--- src/rtl/instr_encoder_pkg.sv ---
// Shared types and constants for the RV64 instruction encoder.
package instr_encoder_pkg;

   typedef enum logic [2:0] {
      ENC_R  = 3'd0,
      ENC_I  = 3'd1,
      ENC_S  = 3'd2,
      ENC_B  = 3'd3,
      ENC_U  = 3'd4,
      ENC_J  = 3'd5,
      ENC_LI = 3'd6
   } enc_kind_t;

   localparam logic [6:0]  OPC_LUI     = 7'h37;
   localparam logic [6:0]  OPC_OPIMM   = 7'h13;
   localparam logic [6:0]  OPC_OPIMM32 = 7'h1B;
   localparam logic [31:0] NOP_INSTR   = 32'h0000_0013;

   // Enum value doubles as the bit index in the per-request step mask.
   typedef enum logic [2:0] {
      LI_LUI     = 3'd0,
      LI_ADDIW   = 3'd1,
      LI_SLLI11A = 3'd2,
      LI_ADDI_C2 = 3'd3,
      LI_SLLI11B = 3'd4,
      LI_ADDI_C1 = 3'd5,
      LI_SLLI10  = 3'd6,
      LI_ADDI_C0 = 3'd7
   } li_step_t;

   localparam int LI_STEPS = 8;

   // True when every bit of v above msb is a copy of bit msb.
   function automatic logic sext_ok(input logic [63:0] v, input int msb);
      logic [63:0] s;
      s = $signed(v) >>> msb;
      return (s == '0) || (s == '1);
   endfunction

   function automatic logic [63:0] sext12(input logic [11:0] v);
      return {{52{v[11]}}, v};
   endfunction

   // Lowest enabled step at or above index 'from'; LI_ADDI_C0 if none.
   function automatic li_step_t next_step(input logic [LI_STEPS-1:0] m, input int from);
      li_step_t s;
      s = LI_ADDI_C0;
      for (int i = LI_STEPS - 1; i >= 0; i--) begin
         if (m[i] && (i >= from)) s = li_step_t'(i[2:0]);
      end
      return s;
   endfunction

endpackage

--- src/rtl/instr_encoder_format.sv ---
// Combinational RV field packer: kind + fields + 64-bit immediate -> 32-bit word.
// With INSTR_ENCODER_RANGE_CHECK_EN defined, flags immediates that do not fit their field.
module instr_format
   import instr_encoder_pkg::*;
(
   input  enc_kind_t   kind_i,
   input  logic [6:0]  opcode_i,
   input  logic [2:0]  f3_i,
   input  logic [6:0]  f7_i,
   input  logic [4:0]  rd_i,
   input  logic [4:0]  rs1_i,
   input  logic [4:0]  rs2_i,
   input  logic [63:0] imm_i,
   output logic [31:0] word_o,
   output logic        err_o
);

   always_comb begin
      word_o = '0;
      case (kind_i)
         ENC_R:   word_o = {f7_i, rs2_i, rs1_i, f3_i, rd_i, opcode_i};
         ENC_I:   word_o = {imm_i[11:0], rs1_i, f3_i, rd_i, opcode_i};
         ENC_S:   word_o = {imm_i[11:5], rs2_i, rs1_i, f3_i, imm_i[4:0], opcode_i};
         ENC_B:   word_o = {imm_i[12], imm_i[10:5], rs2_i, rs1_i, f3_i,
                            imm_i[4:1], imm_i[11], opcode_i};
         ENC_U:   word_o = {imm_i[31:12], rd_i, opcode_i};
         ENC_J:   word_o = {imm_i[20], imm_i[10:1], imm_i[11], imm_i[19:12], rd_i, opcode_i};
         default: word_o = '0;
      endcase
   end

`ifdef INSTR_ENCODER_RANGE_CHECK_EN
   always_comb begin
      err_o = 1'b0;
      case (kind_i)
         ENC_I, ENC_S: err_o = !sext_ok(imm_i, 11);
         ENC_B:        err_o = !sext_ok(imm_i, 12);
         ENC_J:        err_o = !sext_ok(imm_i, 20);
         ENC_U:        err_o = !sext_ok(imm_i, 31);
         default:      err_o = 1'b0;
      endcase
   end
`else
   logic unused_imm_hi;
   assign unused_imm_hi = ^imm_i[63:32];
   assign err_o         = 1'b0;
`endif

endmodule

--- src/rtl/instr_encoder.sv ---
// Valid/ready encoder turning structured requests into RV64 words, expanding LI into
// lui/addiw/slli/addi. Optional immediate range flag: define INSTR_ENCODER_RANGE_CHECK_EN.
module instr_encoder
   import instr_encoder_pkg::*;
#(
   parameter bit SKIP_ZERO = 1'b1
) (
   input  logic        clk,
   input  logic        reset_n,
   input  logic        req_valid,
   output logic        req_ready,
   input  logic [2:0]  req_kind,
   input  logic [6:0]  req_opcode,
   input  logic [2:0]  req_f3,
   input  logic [6:0]  req_f7,
   input  logic [4:0]  req_rd,
   input  logic [4:0]  req_rs1,
   input  logic [4:0]  req_rs2,
   input  logic [63:0] req_imm,
   output logic        instr_valid,
   input  logic        instr_ready,
   output logic [31:0] instr,
   output logic        instr_last,
   output logic        instr_err
);

   typedef enum logic {S_IDLE, S_EMIT} state_t;

   state_t              state_q, state_d;
   li_step_t            step_q, step_d;
   enc_kind_t           kind_in, kind_q;
   logic [6:0]          op_q, f7_q;
   logic [2:0]          f3_q;
   logic [4:0]          rd_q, rs1_q, rs2_q;
   logic [63:0]         imm_q;
   logic                li_q, small_q, nop_q;
   logic [19:0]         hi20_q, hi20_d;
   logic [11:0]         lo12_q, lo12_d;
   logic [LI_STEPS-1:0] mask_q, mask_d;
   li_step_t            first_d;
   logic                li_in, nop_d, small_d, fits32;
   logic [31:0]         u32;
   logic                emit, last, hs, accept;

   assign kind_in = enc_kind_t'(req_kind);

   // Plan for the incoming request. Non-LI requests reuse the single C0 slot so
   // that "last" falls out of the same mask logic.
   always_comb begin
      li_in   = (kind_in == ENC_LI);
      fits32  = sext_ok(req_imm, 31);
      nop_d   = li_in && (req_rd == '0);
      small_d = li_in && (nop_d || sext_ok(req_imm, 11));
      u32     = fits32 ? req_imm[31:0] : req_imm[63:32];
      hi20_d  = 20'((u32 + 32'h800) >> 12);
      lo12_d  = u32[11:0];
      mask_d  = '0;
      if (!li_in || small_d) begin
         mask_d[LI_ADDI_C0] = 1'b1;
      end else begin
         mask_d[LI_LUI]   = 1'b1;
         mask_d[LI_ADDIW] = !(SKIP_ZERO && (lo12_d == '0));
         if (!fits32) begin
            mask_d[LI_SLLI11A] = 1'b1;
            mask_d[LI_SLLI11B] = 1'b1;
            mask_d[LI_SLLI10]  = 1'b1;
            mask_d[LI_ADDI_C2] = !(SKIP_ZERO && (req_imm[31:21] == '0));
            mask_d[LI_ADDI_C1] = !(SKIP_ZERO && (req_imm[20:10] == '0));
            mask_d[LI_ADDI_C0] = !(SKIP_ZERO && (req_imm[9:0] == '0));
         end
      end
      first_d = next_step(mask_d, 0);
   end

   always_comb begin
      emit      = (state_q == S_EMIT);
      last      = ((mask_q >> step_q) >> 1) == '0;
      hs        = emit && instr_ready;
      req_ready = !emit || (hs && last);
      accept    = req_valid && req_ready;
      state_d   = state_q;
      step_d    = step_q;
      if (accept) begin
         state_d = S_EMIT;
         step_d  = first_d;
      end else if (hs) begin
         if (last) state_d = S_IDLE;
         else      step_d  = next_step(mask_q, int'(step_q) + 1);
      end
   end

   always_ff @(posedge clk or negedge reset_n) begin
      if (!reset_n) begin
         state_q <= S_IDLE;
         step_q  <= LI_LUI;
         kind_q  <= ENC_R;
         op_q    <= '0;
         f3_q    <= '0;
         f7_q    <= '0;
         rd_q    <= '0;
         rs1_q   <= '0;
         rs2_q   <= '0;
         imm_q   <= '0;
         li_q    <= 1'b0;
         small_q <= 1'b0;
         nop_q   <= 1'b0;
         hi20_q  <= '0;
         lo12_q  <= '0;
         mask_q  <= '0;
      end else begin
         state_q <= state_d;
         step_q  <= step_d;
         if (accept) begin
            kind_q  <= kind_in;
            op_q    <= req_opcode;
            f3_q    <= req_f3;
            f7_q    <= req_f7;
            rd_q    <= req_rd;
            rs1_q   <= req_rs1;
            rs2_q   <= req_rs2;
            imm_q   <= req_imm;
            li_q    <= li_in;
            small_q <= small_d;
            nop_q   <= nop_d;
            hi20_q  <= hi20_d;
            lo12_q  <= lo12_d;
            mask_q  <= mask_d;
         end
      end
   end

   enc_kind_t   f_kind;
   logic [6:0]  f_op, f_f7;
   logic [2:0]  f_f3;
   logic [4:0]  f_rd, f_rs1, f_rs2;
   logic [63:0] f_imm;
   logic [31:0] fmt_word;
   logic        fmt_err;

   // LI steps all write rd; every step after lui reads rd back, except the small form.
   always_comb begin
      f_kind = kind_q;
      f_op   = op_q;
      f_f3   = f3_q;
      f_f7   = f7_q;
      f_rd   = rd_q;
      f_rs1  = rs1_q;
      f_rs2  = rs2_q;
      f_imm  = imm_q;
      if (li_q) begin
         f_kind = ENC_I;
         f_op   = OPC_OPIMM;
         f_f3   = 3'd0;
         f_f7   = '0;
         f_rs1  = rd_q;
         f_rs2  = '0;
         case (step_q)
            LI_LUI: begin
               f_kind = ENC_U;
               f_op   = OPC_LUI;
               f_imm  = {{32{hi20_q[19]}}, hi20_q, 12'h000};
            end
            LI_ADDIW: begin
               f_op  = OPC_OPIMM32;
               f_imm = sext12(lo12_q);
            end
            LI_SLLI11A, LI_SLLI11B: begin
               f_f3  = 3'd1;
               f_imm = 64'd11;
            end
            LI_SLLI10: begin
               f_f3  = 3'd1;
               f_imm = 64'd10;
            end
            LI_ADDI_C2: f_imm = {53'd0, imm_q[31:21]};
            LI_ADDI_C1: f_imm = {53'd0, imm_q[20:10]};
            default: begin
               if (small_q) begin
                  f_rs1 = '0;
                  f_imm = sext12(lo12_q);
               end else begin
                  f_imm = {54'd0, imm_q[9:0]};
               end
            end
         endcase
      end
   end

   instr_format u_format (
      .kind_i   (f_kind),
      .opcode_i (f_op),
      .f3_i     (f_f3),
      .f7_i     (f_f7),
      .rd_i     (f_rd),
      .rs1_i    (f_rs1),
      .rs2_i    (f_rs2),
      .imm_i    (f_imm),
      .word_o   (fmt_word),
      .err_o    (fmt_err)
   );

   assign instr_valid = emit;
   assign instr       = !emit ? 32'h0 : (nop_q ? NOP_INSTR : fmt_word);
   assign instr_last  = emit && last;
   assign instr_err   = emit && fmt_err && !li_q;

endmodule

--- config.mk ---
export PLATFORM = sky130hd
export DESIGN_NAME = instr_encoder
export DESIGN_NICKNAME = d
export VERILOG_FILES = /design/src/rtl/instr_encoder_pkg.sv /design/src/rtl/instr_encoder_format.sv /design/src/rtl/instr_encoder.sv
export SDC_FILE = /design/constraint.sdc
export NUM_CORES = 1
export LEC_CHECK = 0
export CAP_MARGIN = 20
export CORE_MARGIN = 3
export CORE_UTILIZATION = 50
export DETAILED_ROUTE_END_ITERATION = 10
export PLACE_DENSITY = 0.85
export SLEW_MARGIN = 20
export SYNTH_ARGS = -nofsm -noshare
export SYNTH_HDL_FRONTEND = slang
export SYNTH_HIERARCHICAL = 1
export SYNTH_SLANG_ARGS = --single-unit
--- constraint.sdc ---
create_clock -name clk -period 3.6 [get_ports clk]
set_input_delay 0.9 -clock clk [delete_from_list [all_inputs] [get_ports clk]]
set_output_delay 0.9 -clock clk [all_outputs]
set_load 0.02 [all_outputs]
==> summary.txt <==
Sw Ratio -> 0.450
DRC Markers -> 0
Ant. Diodes -> 0
final setup fails -> 27
worst-path cell chain -> buf_6, ha_4, or4_4, o21ai_4, o21bai_4, buf_6, buf_12, o22ai_2, a22oi_1, o22ai_1, and2_1, buf_2
CP peak stage delay -> 0.55 ns
WL per Instance -> 21.2 µm
final instance area -> 10600 µm²
largest net degree at the start of global routing -> 84
number of global-route vias before repair -> 8465
P&R area growth vs syn -> 42.9%
outcome -> finished, violations left
PD cells -> 800 nW/µm²
Clk Latency, worst-skew pair -> 0.37 ns
failing checks -> negative setup slack
Clock Skews -> 0.0104 ns
Clk pwr share -> 0.133
Hold Fails Final Rpt -> 0
Final Max Tran Viols -> 0
initial antenna violation count -> 0
Critical-path top delay cell -> or4_4
RSZ-0062 raised after global routing -> true
vias -> 9086
Die Span Y -> 128 µm
fin cells -> 1392
Routed WL -> 29600 µm
Sequential Power Share -> 0.274
share of cells above drive strength 1 -> 0.220
Detail Placement HPWL -> 18100 µm
cell mode on critical path -> buf_6
grt ovf -> 0
Comb pwr share -> 0.592
cell row count -> 43
final design utilization -> 0.747
Critical Path Start Type -> register
Post-Synthesis Cells -> 988
Worst EP required -> 2.70 ns
Final nets -> 1318
nature of the critical path endpoint -> primary output
Final period util -> 1.09
crit path max fanout -> 6
Cells after DPL -> 1350
Slew Limit Headroom -> 0.403
Ports -> 139
P_sw -> 0.00382 W
Setup Crit Path Kind -> register to primary output
Worst-Margin Slew -> 0.895 ns
Worst EP arrival -> 3.02 ns
LEAKAGE -> 4.94 nW
# clock sinks -> 112
die width -> 128 µm
Root Driver -> clkbuf_16
Final ANT Viol Nets -> 0
CTS max path bufs -> 2
CTS H-tree depth -> 3
Syn. warnings -> 6
Max Cap Viol -> 0
GRT Overall Usage -> 0.328
total die area -> 16300 µm²
hold slack -> 0.472 ns
filler instances -> 945
DRT iter0 DRCs -> 1448
Max VDD drop -> 563 µV
Pre-antenna DRT Iters -> 8
total internal power -> 0.00467 W
initial core utilization -> 0.523
min Tclk post-route -> 3.92 ns
Via density -> 6.53
cts hold-fix bufs -> 0
Hold WC Path Type -> register to register
Post-Syn Area -> 7420 µm²
Fmax achieved -> 255 MHz
IO buf count -> 137
post-placement cell area -> 9660 µm²
core area -> 14200 µm²
TritonCTS clock tree -> yes
global-route wire length before repair -> 43000 µm
syn nets -> 1099
Clock Pin Slew Worst Setup and Hold Paths -> 0.07 ns
total power -> 0.00848 W
CTS buffer count -> 9
GPL Wtd Cong -> 0.926
final worst slack -> -0.319 ns
Synth Area per Inst -> 7.51 µm²
## cell type report
cell class                      instances  area (µm²)  share of cell area
Inverter                               47         176              0.0166
Clock inverter                          4        76.3             0.00720
Tap cell                              180         225              0.0212
Clock buffer                           12         256              0.0242
Sequential cell                       112        2810               0.264
Timing Repair Buffer                  278        2520               0.237
Multi-Input combinational cell        759        4550               0.429
## critical path: cells and delay by family, from the launching register on
family | cells | cell delay (ns)
compound gates | 5 | 0.72
flops | 1 | 0.46
simple gates | 2 | 0.71
fa+ha+maj | 1 | 0.15
buf+inv | 4 | 0.62
## worst paths after layout
| kind | startpoint | end | slack (ns) | cells after the start |
|---|---|---|---|---|
| min reg2reg | f7_q[3] | f7_q[3] | 0.47 | 2 |
| min | f7_q[3] | f7_q[3] | 0.47 | 2 |
| max reg2reg | mask_q[6] | f7_q[6] | 0.61 | 9 |
| max in group asynchronous | reset_n | f_rd[3] | 2.16 | 2 |
| max | step_q[1] | instr[28] | -0.32 | 12 |
| min in group asynchronous | reset_n | instr_valid | 0.65 | 1 |
## metrics by stage
step / TNS, ns / worst slack, ns
final: -5.97 / -0.319
after global routing: -8.04 / -0.409
after CTS: -2.68 / -0.216
after detailed placement: -13.03 / -0.658
after global placement: -11.29 / -0.518
after floorplan: -0.896 / -0.202
## repair_timing
action,CTS,global route
setup buffers,18,7
setup endpoints to repair,41,41
gates resized for setup,220,46
gates cloned,1,0
pin swaps,41,22
## registers in the layout, indices dropped and copies added, names as in the netlist
name / count
lo12_q: 12
imm_q: 32
rs1_q: 5
kind_q: 3
instr_valid: 1
step_q: 3
li_q: 1
mask_q: 6
f7_q: 7
small_q: 1
op_q: 7
rs2_q: 5
nop_q: 1
f3_q: 3
f_rd: 5
hi20_q: 20
## cells in the final DEF (no fill, tap or decap), types with 7 or more instances in the layout
cell / n
mux2i_1: 8
xor2_1: 17
and2_4: 7
clkbuf_16: 9
and2_1: 33
nand3_1: 22
o21ai_0: 71
clkdlybuf4s50_1: 71
nor4_1: 12
buf_6: 21
a222oi_1: 7
xnor2_1: 17
o22ai_1: 15
nor2b_1: 20
dfrtp_1: 110
nor2_1: 48
a31oi_1: 13
nand2_1: 251
a21oi_1: 34
nor3_1: 10
buf_4: 126
nand4_1: 11
buf_2: 11
dlymetal6s2s_1: 22
inv_1: 43
dlygate4sd2_1: 14
a22oi_1: 16
o21ai_1: 24
## routing by layer
metal | vias to the layer above | GRT usage | part of all wire
met5 | - | 0 | 0
met3 | 279 | 0.0758 | 0.12
met2 | 832 | 0.537 | 0.46
li1 | 3812 | - | -
met1 | 4163 | 0.406 | 0.34
met4 | 0 | 0.166 | 0.082
## power by group through the flow
stage / clock network, W / logic [W] / registers [W]
6_report: 0.00113 / 0.00502 / 0.00233
3_5_place_dp: 0 / 0.00437 / 0.00225
4_1_cts: 0.00112 / 0.00475 / 0.00225
2_1_floorplan: 0 / 0.00273 / 0.00209
3_3_place_gp: 0 / 0.00427 / 0.00222
5_1_grt: 0.00118 / 0.00536 / 0.00235
(Power assumes the default switching activity.)
